[src/rtl/nios_mem_arb_pkg.sv]
// Shared types and constants for the two-master on-chip RAM arbiter.
package nios_mem_arb_pkg;

   typedef enum logic [1:0] {
      IDLE = 2'd0,
      OWN0 = 2'd1,
      OWN1 = 2'd2
   } owner_t;

   localparam logic M0 = 1'b0;
   localparam logic M1 = 1'b1;

   // One slot of the read-return pipeline: which master a returning word belongs to.
   typedef struct packed {
      logic valid;
      logic id;
   } rd_entry_t;

endpackage

[src/rtl/nios_mem_arb_rdpipe.sv]
// Fixed-depth {valid, id} shift register tracking reads in flight to the RAM.
module nios_mem_arb_rdpipe
   import nios_mem_arb_pkg::*;
#(
   parameter int DEPTH = 1
) (
   input  logic      clk,
   input  logic      reset_n,
   input  rd_entry_t push_entry,
   output rd_entry_t tail_entry
);

   rd_entry_t stage_reg [DEPTH];

   // Reset drops every in-flight read so it is never returned.
   always_ff @(posedge clk or negedge reset_n) begin
      if (!reset_n) begin
         for (int i = 0; i < DEPTH; i++) begin
            stage_reg[i] <= '0;
         end
      end else begin
         stage_reg[0] <= push_entry;
         for (int i = 1; i < DEPTH; i++) begin
            stage_reg[i] <= stage_reg[i-1];
         end
      end
   end

   assign tail_entry = stage_reg[DEPTH-1];

endmodule

[src/rtl/nios_system_onchip_memory_arbiter.sv]
// Round-robin arbiter with bounded hold sharing one single-port RAM between two Avalon-MM masters.
module nios_system_onchip_memory_arbiter
   import nios_mem_arb_pkg::*;
#(
   parameter int ADDR_W       = 10,
   parameter int DATA_W       = 32,
   parameter int BE_W         = 4,
   parameter int READ_LATENCY = 1,
   parameter int MAX_HOLD     = 4
) (
   input  logic              clk,
   input  logic              reset_n,
   input  logic [ADDR_W-1:0] m0_address,
   input  logic              m0_read,
   input  logic              m0_write,
   input  logic [BE_W-1:0]   m0_byteenable,
   input  logic [DATA_W-1:0] m0_writedata,
   output logic              m0_waitrequest,
   output logic [DATA_W-1:0] m0_readdata,
   output logic              m0_readdatavalid,
   input  logic [ADDR_W-1:0] m1_address,
   input  logic              m1_read,
   input  logic              m1_write,
   input  logic [BE_W-1:0]   m1_byteenable,
   input  logic [DATA_W-1:0] m1_writedata,
   output logic              m1_waitrequest,
   output logic [DATA_W-1:0] m1_readdata,
   output logic              m1_readdatavalid,
   output logic [ADDR_W-1:0] mem_address,
   output logic              mem_chipselect,
   output logic              mem_write,
   output logic [BE_W-1:0]   mem_byteenable,
   output logic [DATA_W-1:0] mem_writedata,
   output logic              mem_clken,
   input  logic [DATA_W-1:0] mem_readdata
);

   localparam logic [3:0] MAX_HOLD_C = 4'(MAX_HOLD);

   owner_t            owner_reg;
   logic [3:0]        hold_cnt_reg;
   logic              rr_last_reg;
   logic [ADDR_W-1:0] addr_last_reg;
   logic [BE_W-1:0]   be_last_reg;
   logic [DATA_W-1:0] wdata_last_reg;

   logic      req0, req1, grant0, grant1, accept, sel_write, sel_read;
   owner_t    owner_next;
   rd_entry_t push_entry, tail_entry;

   assign req0 = m0_read | m0_write;
   assign req1 = m1_read | m1_write;

   // Owner keeps the RAM while under its hold budget or uncontested; otherwise round-robin.
   always_comb begin
      grant0 = 1'b0;
      grant1 = 1'b0;
      if (owner_reg == OWN0 && req0 && (!req1 || hold_cnt_reg < MAX_HOLD_C)) begin
         grant0 = 1'b1;
      end else if (owner_reg == OWN1 && req1 && (!req0 || hold_cnt_reg < MAX_HOLD_C)) begin
         grant1 = 1'b1;
      end else if (req0 && !req1) begin
         grant0 = 1'b1;
      end else if (req1 && !req0) begin
         grant1 = 1'b1;
      end else if (req0 && req1) begin
         grant0 = (rr_last_reg == M1);
         grant1 = (rr_last_reg == M0);
      end
   end

   assign accept     = grant0 | grant1;
   assign owner_next = grant1 ? OWN1 : OWN0;
   assign sel_write  = grant0 ? m0_write : m1_write;
   assign sel_read   = accept & ~sel_write;

   assign m0_waitrequest = req0 & ~grant0;
   assign m1_waitrequest = req1 & ~grant1;

   assign mem_clken      = 1'b1;
   assign mem_chipselect = accept & reset_n;
   assign mem_write      = mem_chipselect & sel_write;
   assign mem_address    = grant0 ? m0_address    : (grant1 ? m1_address    : addr_last_reg);
   assign mem_byteenable = grant0 ? m0_byteenable : (grant1 ? m1_byteenable : be_last_reg);
   assign mem_writedata  = grant0 ? m0_writedata  : (grant1 ? m1_writedata  : wdata_last_reg);

   always_ff @(posedge clk or negedge reset_n) begin
      if (!reset_n) begin
         owner_reg      <= IDLE;
         hold_cnt_reg   <= 4'd0;
         rr_last_reg    <= M1;
         addr_last_reg  <= '0;
         be_last_reg    <= '0;
         wdata_last_reg <= '0;
      end else if (accept) begin
         owner_reg      <= owner_next;
         rr_last_reg    <= grant1 ? M1 : M0;
         addr_last_reg  <= mem_address;
         be_last_reg    <= mem_byteenable;
         wdata_last_reg <= mem_writedata;
         if (owner_reg != owner_next) begin
            hold_cnt_reg <= 4'd1;
         end else if (hold_cnt_reg != 4'hF) begin
            hold_cnt_reg <= hold_cnt_reg + 4'd1;
         end
      end else begin
         owner_reg    <= IDLE;
         hold_cnt_reg <= 4'd0;
      end
   end

   assign push_entry.valid = sel_read;
   assign push_entry.id    = grant1 ? M1 : M0;

   nios_mem_arb_rdpipe #(
      .DEPTH (READ_LATENCY)
   ) u_rdpipe (
      .clk        (clk),
      .reset_n    (reset_n),
      .push_entry (push_entry),
      .tail_entry (tail_entry)
   );

   assign m0_readdatavalid = tail_entry.valid & (tail_entry.id == M0);
   assign m1_readdatavalid = tail_entry.valid & (tail_entry.id == M1);
   assign m0_readdata      = mem_readdata;
   assign m1_readdata      = mem_readdata;

endmodule

[config.mk]
export PLATFORM = sky130hd
export DESIGN_NAME = nios_system_onchip_memory_arbiter
export DESIGN_NICKNAME = d
export VERILOG_FILES = /design/src/rtl/nios_mem_arb_pkg.sv /design/src/rtl/nios_mem_arb_rdpipe.sv /design/src/rtl/nios_system_onchip_memory_arbiter.sv
export SDC_FILE = /design/constraint.sdc
export NUM_CORES = 1
export LEC_CHECK = 0
export CAP_MARGIN = 0
export CORE_MARGIN = 1.5
export CORE_UTILIZATION = 39
export DETAILED_ROUTE_END_ITERATION = 6
export MAX_ROUTING_LAYER = met4
export PLACE_DENSITY = 0.88
export SYNTH_ARGS = -nofsm -noshare
export SYNTH_HDL_FRONTEND = slang
export SYNTH_SLANG_ARGS = --single-unit
export TNS_END_PERCENT = 20
[constraint.sdc]
create_clock -name clk -period 6.9 [get_ports clk]
set_clock_uncertainty 0.2 [all_clocks]
set_input_delay 1.38 -clock clk [delete_from_list [all_inputs] [get_ports clk]]
set_output_delay 1.38 -clock clk [all_outputs]
set_load 0.03 [all_outputs]
### Word-level counts from Yosys, hierarchy flattened

Cells that the tools add are included.

| word-level totals | value |
|---|---|
| register bits | 55 |
| latch bits | 0 |
| memory bits (writable) | 0 |
| memory bits (read-only) | 0 |
| bits of input ports | 130 |
| output and inout bits | 117 |
| memories | 0 |

| operators by class | value |
|---|---|
| add/subtract/negate cells | 1 |
| $mul | 0 |
| divide/modulo/power cells | 0 |
| $lt $le $gt $ge | 1 |
| eq/ne operators | 5 |
| shifts and indexed selects | 0 |
| mux-type cells | 23 |
| bitwise logic cells | 15 |
| reductions and logical operators | 11 |

Operator list:

| kind | count |
|---|---|
| $mux 32 | 2 |
| $mux 10 | 2 |
| $mux 4 | 5 |
| $mux 1 | 12 |
| $and 1x1->1 | 7 |
| $logic_and 1x1->1 | 7 |
| $not 1->1 | 5 |
| $add 4x1->4 const B | 1 |
| $lt 4x3->1 const B | 1 |
| $mux 2 | 2 |
| $ne 4x4->1 const B | 1 |
| $ne 3x1->1 const B | 1 |
| $or 1x1->1 | 3 |
| $eq 2x1->1 const B | 1 |
| $eq 2x2->1 const B | 1 |
| $logic_not 1->1 | 2 |
| $logic_or 1x1->1 | 2 |
| $ne 2x2->1 | 1 |

### Logic depth before layout (Yosys ltp)

Gate-level depths: netlist (run 1).

| depth | value |
|---|---|
| depth in word-level cells | 11 |
| depth in mapped cells | 6 |
| mapped depth without buffers | 4 |

### Cells and area by module

A second synthesis (run 1) with hierarchy kept.

| second synthesis, totals | value |
|---|---|
| cells, all modules | 331 |
| area, all modules | 3,588.4 um^2 |

Modules (own cells, without submodules):

| module | instances | cells an instance | area each (um^2) |
|---|---|---|---|
| nios_system_onchip_memory_arbiter | 1 | 329 | 3,538.4 |
| nios_mem_arb_rdpipe | 1 | 2 | 50.0 |

### Worst setup path before layout (run 1)

Ideal clock, no wire load.

| path | value |
|---|---|
| path type | input to output |
| from | in m1_write |
| to | out mem_address[0] |
| arrival | 2.573 ns |
| required time | 5.320 ns |
| path slack | 2.747 ns |
| stages on the path | 5 |
| path buffers | 2 |
| path through | nor2_1 > o21a_1 > buf_2 > buf_2 > a221o_1 |

| on the way | value |
|---|---|
| longest elaborated chain between the ends | 9 |
| elaborated cells on any way between the ends | 21 |
| classes of those cells | mux (12); bitwise (1); reduce/logical (8) |

Ends and longest elaborated chain:

| what | line | RTL |
|---|---|---|
| start, declared | nios_system_onchip_memory_arbiter.sv:23 | `input logic m1_write,` |
| $or 1x1->1 * | nios_system_onchip_memory_arbiter.sv:52 | `assign req1 = m1_read \| m1_write;` |
| $logic_and 1x1->1 | nios_system_onchip_memory_arbiter.sv:66 | `end else if (req0 && req1) begin` |
| $mux 1 | nios_system_onchip_memory_arbiter.sv:66 |  |
| $mux 1 | nios_system_onchip_memory_arbiter.sv:64 | `end else if (req1 && !req0) begin` |
| $mux 1 | nios_system_onchip_memory_arbiter.sv:62 | `end else if (req0 && !req1) begin` |
| $mux 1 | nios_system_onchip_memory_arbiter.sv:60 | `end else if (owner_reg == OWN1 && req1 && (!req0 \|\| hold_cnt_reg < MAX_HOLD_C)) begin` |
| $mux 1 | nios_system_onchip_memory_arbiter.sv:58 | `if (owner_reg == OWN0 && req0 && (!req1 \|\| hold_cnt_reg < MAX_HOLD_C)) begin` |
| $mux 10 | nios_system_onchip_memory_arbiter.sv:83 | `assign mem_address = grant0 ? m0_address : (grant1 ? m1_address : addr_last_reg);` |
| $mux 10 * | nios_system_onchip_memory_arbiter.sv:83 |  |
| end, declared | nios_system_onchip_memory_arbiter.sv:29 | `output logic [ADDR_W-1:0] mem_address,` |

Every way passes the cells marked *; elsewhere a longest branch is shown, timed or not.

### Final worst setup path (run 1)

| path | value |
|---|---|
| from | in m0_write |
| to | out mem_writedata[31] |

| on the way | value |
|---|---|
| longest elaborated chain between the ends | 9 |
| elaborated cells on any way between the ends | 21 |
| classes of those cells | mux (12); bitwise (1); reduce/logical (8) |

Ends and longest elaborated chain:

| what | line | RTL |
|---|---|---|
| start, declared | nios_system_onchip_memory_arbiter.sv:15 | `input logic m0_write,` |
| $or 1x1->1 * | nios_system_onchip_memory_arbiter.sv:51 | `assign req0 = m0_read \| m0_write;` |
| $logic_and 1x1->1 or $logic_not 1->1 (tied branches) | nios_system_onchip_memory_arbiter.sv:66, nios_system_onchip_memory_arbiter.sv:60, nios_system_onchip_memory_arbiter.sv:64 |  |
| $mux 1 or $logic_and 1x1->1 (tied branches) | nios_system_onchip_memory_arbiter.sv:66, nios_system_onchip_memory_arbiter.sv:64 |  |
| $mux 1 | nios_system_onchip_memory_arbiter.sv:64 |  |
| $mux 1 | nios_system_onchip_memory_arbiter.sv:62 |  |
| $mux 1 | nios_system_onchip_memory_arbiter.sv:60 |  |
| $mux 1 | nios_system_onchip_memory_arbiter.sv:58 |  |
| $mux 32 | nios_system_onchip_memory_arbiter.sv:85 | `assign mem_writedata = grant0 ? m0_writedata : (grant1 ? m1_writedata : wdata_last_reg);` |
| $mux 32 * | nios_system_onchip_memory_arbiter.sv:85 |  |
| end, declared | nios_system_onchip_memory_arbiter.sv:33 | `output logic [DATA_W-1:0] mem_writedata,` |

Marks and branches as above.

==> metrics.cfg, run 1 <==
[logic_synthesis]
synth-seq-area-share_pct=38.29
synth_compound_area_share_pct=30.39
synth_top_family_by_area=compound AO/OA/AOI/OAI gates
synth_edf_count=0
synth_ff_type=dfrtp_1
synth_xor_xnor_area_share_pct=0.2480
postSynthCellCount=333
ys_warn_count=0
synth_seq_cells=54
synth_mux_area_share_pct=0.2834
yosys.area_share.simple_pct=11.37
synthArstFlopShare_pct=100.0
yosysUniqueCellTypes=38
synth_fa_ha_area_share_pct=0.3542
syn_nets=464
netlist_area_mm2=0.003532
avgSynthCellArea_um2=10.61

[critical_path]
cp.required_ps=5320
crit_type=input pin to output port
critPathArrivalTime_ps=4300
cp-start-kind=input pin
path_max_fanout=38
critPathCaptureType=output port

[floorplan]
dieArea_mm2=0.009636
initial_utilization_pct=40.31
die_h_um=98.17
die_width_um=98.17
rows=34
coreArea_mm2=0.008763
ios=247

[final_layout]
final_nets=533
drive_above_1_share_pct=6.452
multi_input_area_mm2=0.001529
layout_commonest_cell=clkdlybuf4s50_1
final_cell_mix=clkdlybuf4s50_1 (148), a221o_1 (92), dfrtp_1 (53), and3_1 (47), buf_4 (8)
synthToLayoutAreaGrowth_pct=31.99
largest_reg_flops=32
final_cell_area_mm2=0.004662
n_fill_cell=808
final_core_util_pct=53.20
antenna_cells=0
seq_area_mm2=0.001353

[power]
p_leak_uw=0.002003
power_uw=1897
peakVddDrop_uv=159.5
pwr_density_cell_mw_per_mm2=406.9

[route]
wl_per_cell_um=17.56
wl_um=8972
drt_iter0_drc=122
dr_total_vias=3090
postRouteAntennaNets=0
viasPerCell=6.047
drc_errors=0
drtPass1Iterations=4

[timing]
finalCritPeriodShare_pct=85.23
setup_tns_ps=0
finalSetupViolCount=0
period_needed_ps=5881
whs_ps=362.4
final_max_slew_viol_count=0
rsz0062_at_grt=false
worst_slew_pin_slew_ps=822.6
fmax_mhz=170.0
relSlewSlack_pct=45.10
hold_viol=0

[run_status]
status=finished clean

[grt]
track_usage_pct=18.22
grt.overflow.total=0
grt_pass1_vias=3117
grt_max_degree=57
antenna_found_initial=0
grt_first_pass_wirelength_um=14070

[clock_network]
cts_tree=done
clkTransAtPathRegs_ps=90
max-clock-path-buffers=2
cts_buffers=5
cts_setup_buffers=0
clock-sinks=54
clock_latency_ps=300
cts_resized=0
ctsHoldBuffers=0
htree_levels=2
cts-root-buf=clkbuf_8

[placement]
gp_congestion=0.7252
dp_hpwl_um=6583
placed_area_mm2=0.004567
portBuffers=149

[job]
cap_violations=0

[min_path]
hp-class=flop to flop

[power by group]
group	internal, µW	total (µW)	leakage, µW	switching (µW)
sequential	457	506	0.000650	49.2
clock	73.4	176	0.0000483	103
combinational	553	1210	0.00130	662
[per-layer routing]
layer	global-route usage, %	vias to the layer above	share of wire (%)
li1	-	1408	-
met1	20.68	1510	40
met2	31.14	128	51
met3	4.223	44	7.4
met4	7.151	0	2.4
met5	-	-	0
[cells by family after synthesis]
logic type	Yosys count
compound gates	112
buf+inv	96
simple gates	67
flops	54
fa+ha+maj	1
other cells	1
xor+xnor	1
mux	1
[critical path, cell delays in order]
cell and delay, ps:
clkdlybuf4s50_1 520, or2_2 390, a21oi_4 630, buf_4 460
a221o_1 230, clkdlybuf4s50_1 670
[layout make-up]
type	instances	area share, %
repair buffers	157	33.17
clock buffers	5	1.476
flip-flops and latches	54	29.01
inverters	1	0.08052
well taps	108	2.899
multi-input cells	183	32.80
clock inverters	3	0.5636
[Yosys cell counts (2+ instances only)]
master / number / share of area [%]
dfrtp_1: 53 / 38
o21ai_0: 3 / 0.42
a221o_1: 92 / 26
buf_6: 7 / 2.2
and3_1: 47 / 8.3
clkbuf_1: 13 / 1.4
a21oi_1: 2 / 0.28
nor3_1: 3 / 0.42
nor2b_1: 2 / 0.35
nand2b_1: 2 / 0.35
buf_4: 65 / 14
buf_2: 10 / 1.4
nor2_1: 7 / 0.74
o21a_1: 2 / 0.42
o22ai_1: 2 / 0.35
[stage by stage]
| step | setup WS, ps | instances |
|---|---|---|
| 2_1_floorplan | 2747 | 333 |
| 3_3_place_gp | 1126 | 503 |
| 3_5_place_dp | 1044 | 503 |
| 4_1_cts | 1027 | 511 |
| 5_1_grt | 854.8 | 511 |
| 6_report | 1019 | 511 |
[final timing paths]
path	start	to	slack (ps)	depth (start not counted)
max in group asynchronous	reset_n	be_last_reg[1]$_DFFE_PN0N_	5060	2
worst max register to register	hold_cnt_reg[2]$_DFFE_PN0P_	be_last_reg[1]$_DFFE_PN0N_	4350	5
worst max-delay path	m0_write	mem_writedata[31]	1020	6
min in group asynchronous	reset_n	wdata_last_reg[25]$_DFFE_PN0N_	980	2
worst min-delay path	rr_last_reg$_DFFE_PN1N_	rr_last_reg$_DFFE_PN1N_	360	1
worst min register to register	rr_last_reg$_DFFE_PN1N_	rr_last_reg$_DFFE_PN1N_	360	1
Power figures use the tool's default switching activity.
==> run 2, diff against run 1 <==
- CTS_CLUSTER_DIAMETER: unset -> 40
==> results of run 2 <==
No change in the layout: final DEF, timing and power equal those of run 1.
==> run 3, diff against run 2 <==
- CORE_MARGIN: 1.5 -> 1
- CTS_CLUSTER_DIAMETER: 40 -> 100
==> run 3 against run 2 <==
Clock power up 16%. Flip-flop and latch count unchanged. Critical path depth is the same. Worst setup slack got worse by 89 ps. Die area shrank 2.0%. Non-clock buffer count down 2. Sequential power barely moved. Largest cell class unchanged. Highest routed layer unchanged.
==> metrics.cfg, run 3 (same netlist as run 1, synthesis figures left out) <==
[critical_path]
cp-start-kind=input pin
slowest_stage=a21oi_4
crit_path_end=mem_writedata[24]
critPathArrivalTime_ps=4390
startpoint=m0_write
cp.required_ps=5320
r2r-end=wdata_last_reg[18]$_DFFE_PN0N_
r2r_cells=5
critPathCaptureType=output port
crit_type=input pin to output port
path_common_cell=clkdlybuf4s50_1
crit_chain=clkdlybuf4s50_1 > or2_2 > a21oi_4 > buf_12 > a221o_1 > clkdlybuf4s50_1
slowest_delay_ps=860
reg2reg_from=hold_cnt_reg[2]$_DFFE_PN0P_
r2r_slack_ps=4270
path_max_fanout=50

[timing]
final_max_slew_viol_count=0
worst_slew_pin_slew_ps=1092
setup_tns_ps=0
period_needed_ps=5970
whs_ps=376.0
rsz0062_at_grt=false
setup_slack_ps=929.8
hold_viol=0
finalSetupViolCount=0
fmax_mhz=167.5
finalCritPeriodShare_pct=86.53
relSlewSlack_pct=27.03

[route]
met1_length_um=3697
dr_wl_met2_um=4454
routed.top_layer=met4
viasPerCell=6.053
postRouteAntennaNets=0
wl_per_cell_um=17.53
drc_errors=0
wl_met3_um=592
wl_um=8922
dr_total_vias=3081
drtPass1Iterations=4
drt_iter0_drc=129

[min_path]
hp-class=flop to flop
worstHoldStart=rr_last_reg$_DFFE_PN1N_

[floorplan]
initial_utilization_pct=40.31
die_h_um=97.17
rows=34
coreArea_mm2=0.008763
dieArea_mm2=0.009441
ios=247
die_width_um=97.17

[clock_network]
cts_setup_buffers=0
ctsHoldBuffers=0
htree_levels=2
max-clock-path-buffers=2
cts_resized=0
cts_tree=done
clock-sinks=54
cts_buffers=5
clock_latency_ps=300
clkTransAtPathRegs_ps=90
cts-root-buf=clkbuf_8

[final_layout]
final_core_util_pct=53.30
final_cell_mix=clkdlybuf4s50_1 (148), a221o_1 (92), dfrtp_1 (53), and3_1 (47)
antenna_cells=0
drive_above_1_share_pct=5.486
synthToLayoutAreaGrowth_pct=32.24
largest_reg_flops=32
layout_commonest_cell=clkdlybuf4s50_1
final_nets=531

[power]
peakVddDrop_uv=171.2
power_uw=1926
pwr_density_cell_mw_per_mm2=412.4
p_leak_uw=0.002002

[grt]
grt_first_pass_wirelength_um=14230
grt_max_degree=56
grt_pass1_vias=2891
track_usage_pct=18.78
antenna_found_initial=0
grt.overflow.total=0

[placement]
dp_hpwl_um=6554
portBuffers=149
dpl_worst_slack_ps=951.6
gp_congestion=0.8154

[run_status]
status=finished clean

[job]
cap_violations=0

==> run 3: cell count changes in the layout (fill, tap and decap cells not counted), sizes merged <==
| cell | previous run | this run |
|---|---|---|
| clkinv | 3 | 0 |
| buf | 9 | 7 |
| clkbuf | 5 | 7 |
| bufinv | 0 | 1 |
==> run 3: worst min-delay path by stage <==
stage | to | slack, ps | cells after the start
3_5_place_dp | rr_last_reg$_DFFE_PN1N_ | 360 | 1
3_3_place_gp | hold_cnt_reg[1]$_DFFE_PN0P_ | 330 | 2
4_1_cts | rr_last_reg$_DFFE_PN1N_ | 370 | 1
6_report | rr_last_reg$_DFFE_PN1N_ | 380 | 1
2_1_floorplan | hold_cnt_reg[1]$_DFFE_PN0P_ | 310 | 2
5_1_grt | rr_last_reg$_DFFE_PN1N_ | 390 | 1
==> run 3: layer usage <==
metal	vias to the layer above	GRT usage, %
met5	-	-
met4	0	5.855
met2	132	31.58
met1	1505	22.37
met3	35	4.245
li1	1409	-
==> run 3: final cells by class <==
cell class / instances / area [µm²]
multi-input combinational: 183 / 1529
inverter: 1 / 3.754
clock inverter: 1 / 30.03
clock buffer: 7 / 76.32
tap: 108 / 135.1
fill: 774 / 4093
timing repair buffer: 155 / 1544
sequential: 54 / 1353
==> run 3: through the flow <==
step,cells,instance area (µm²)
floorplan,333,3532
global placement,501,4564
detailed placement,501,4564
CTS,509,4671
global route,509,4671
finish,509,4671
==> run 3: power breakdown <==
| part | internal (µW) | switching, µW |
|---|---|---|
| clock network | 109 | 95.5 |
| registers | 457 | 50.4 |
| logic | 554 | 661 |
| total | 1120 | 807 |
==> run 3: critical path: cells and delay by family <==
family / cells / cell delay [ps]
buffers and inverters: 3 / 1530
AND/OR/NAND/NOR: 1 / 390
AO/OA/AOI/OAI: 2 / 1040
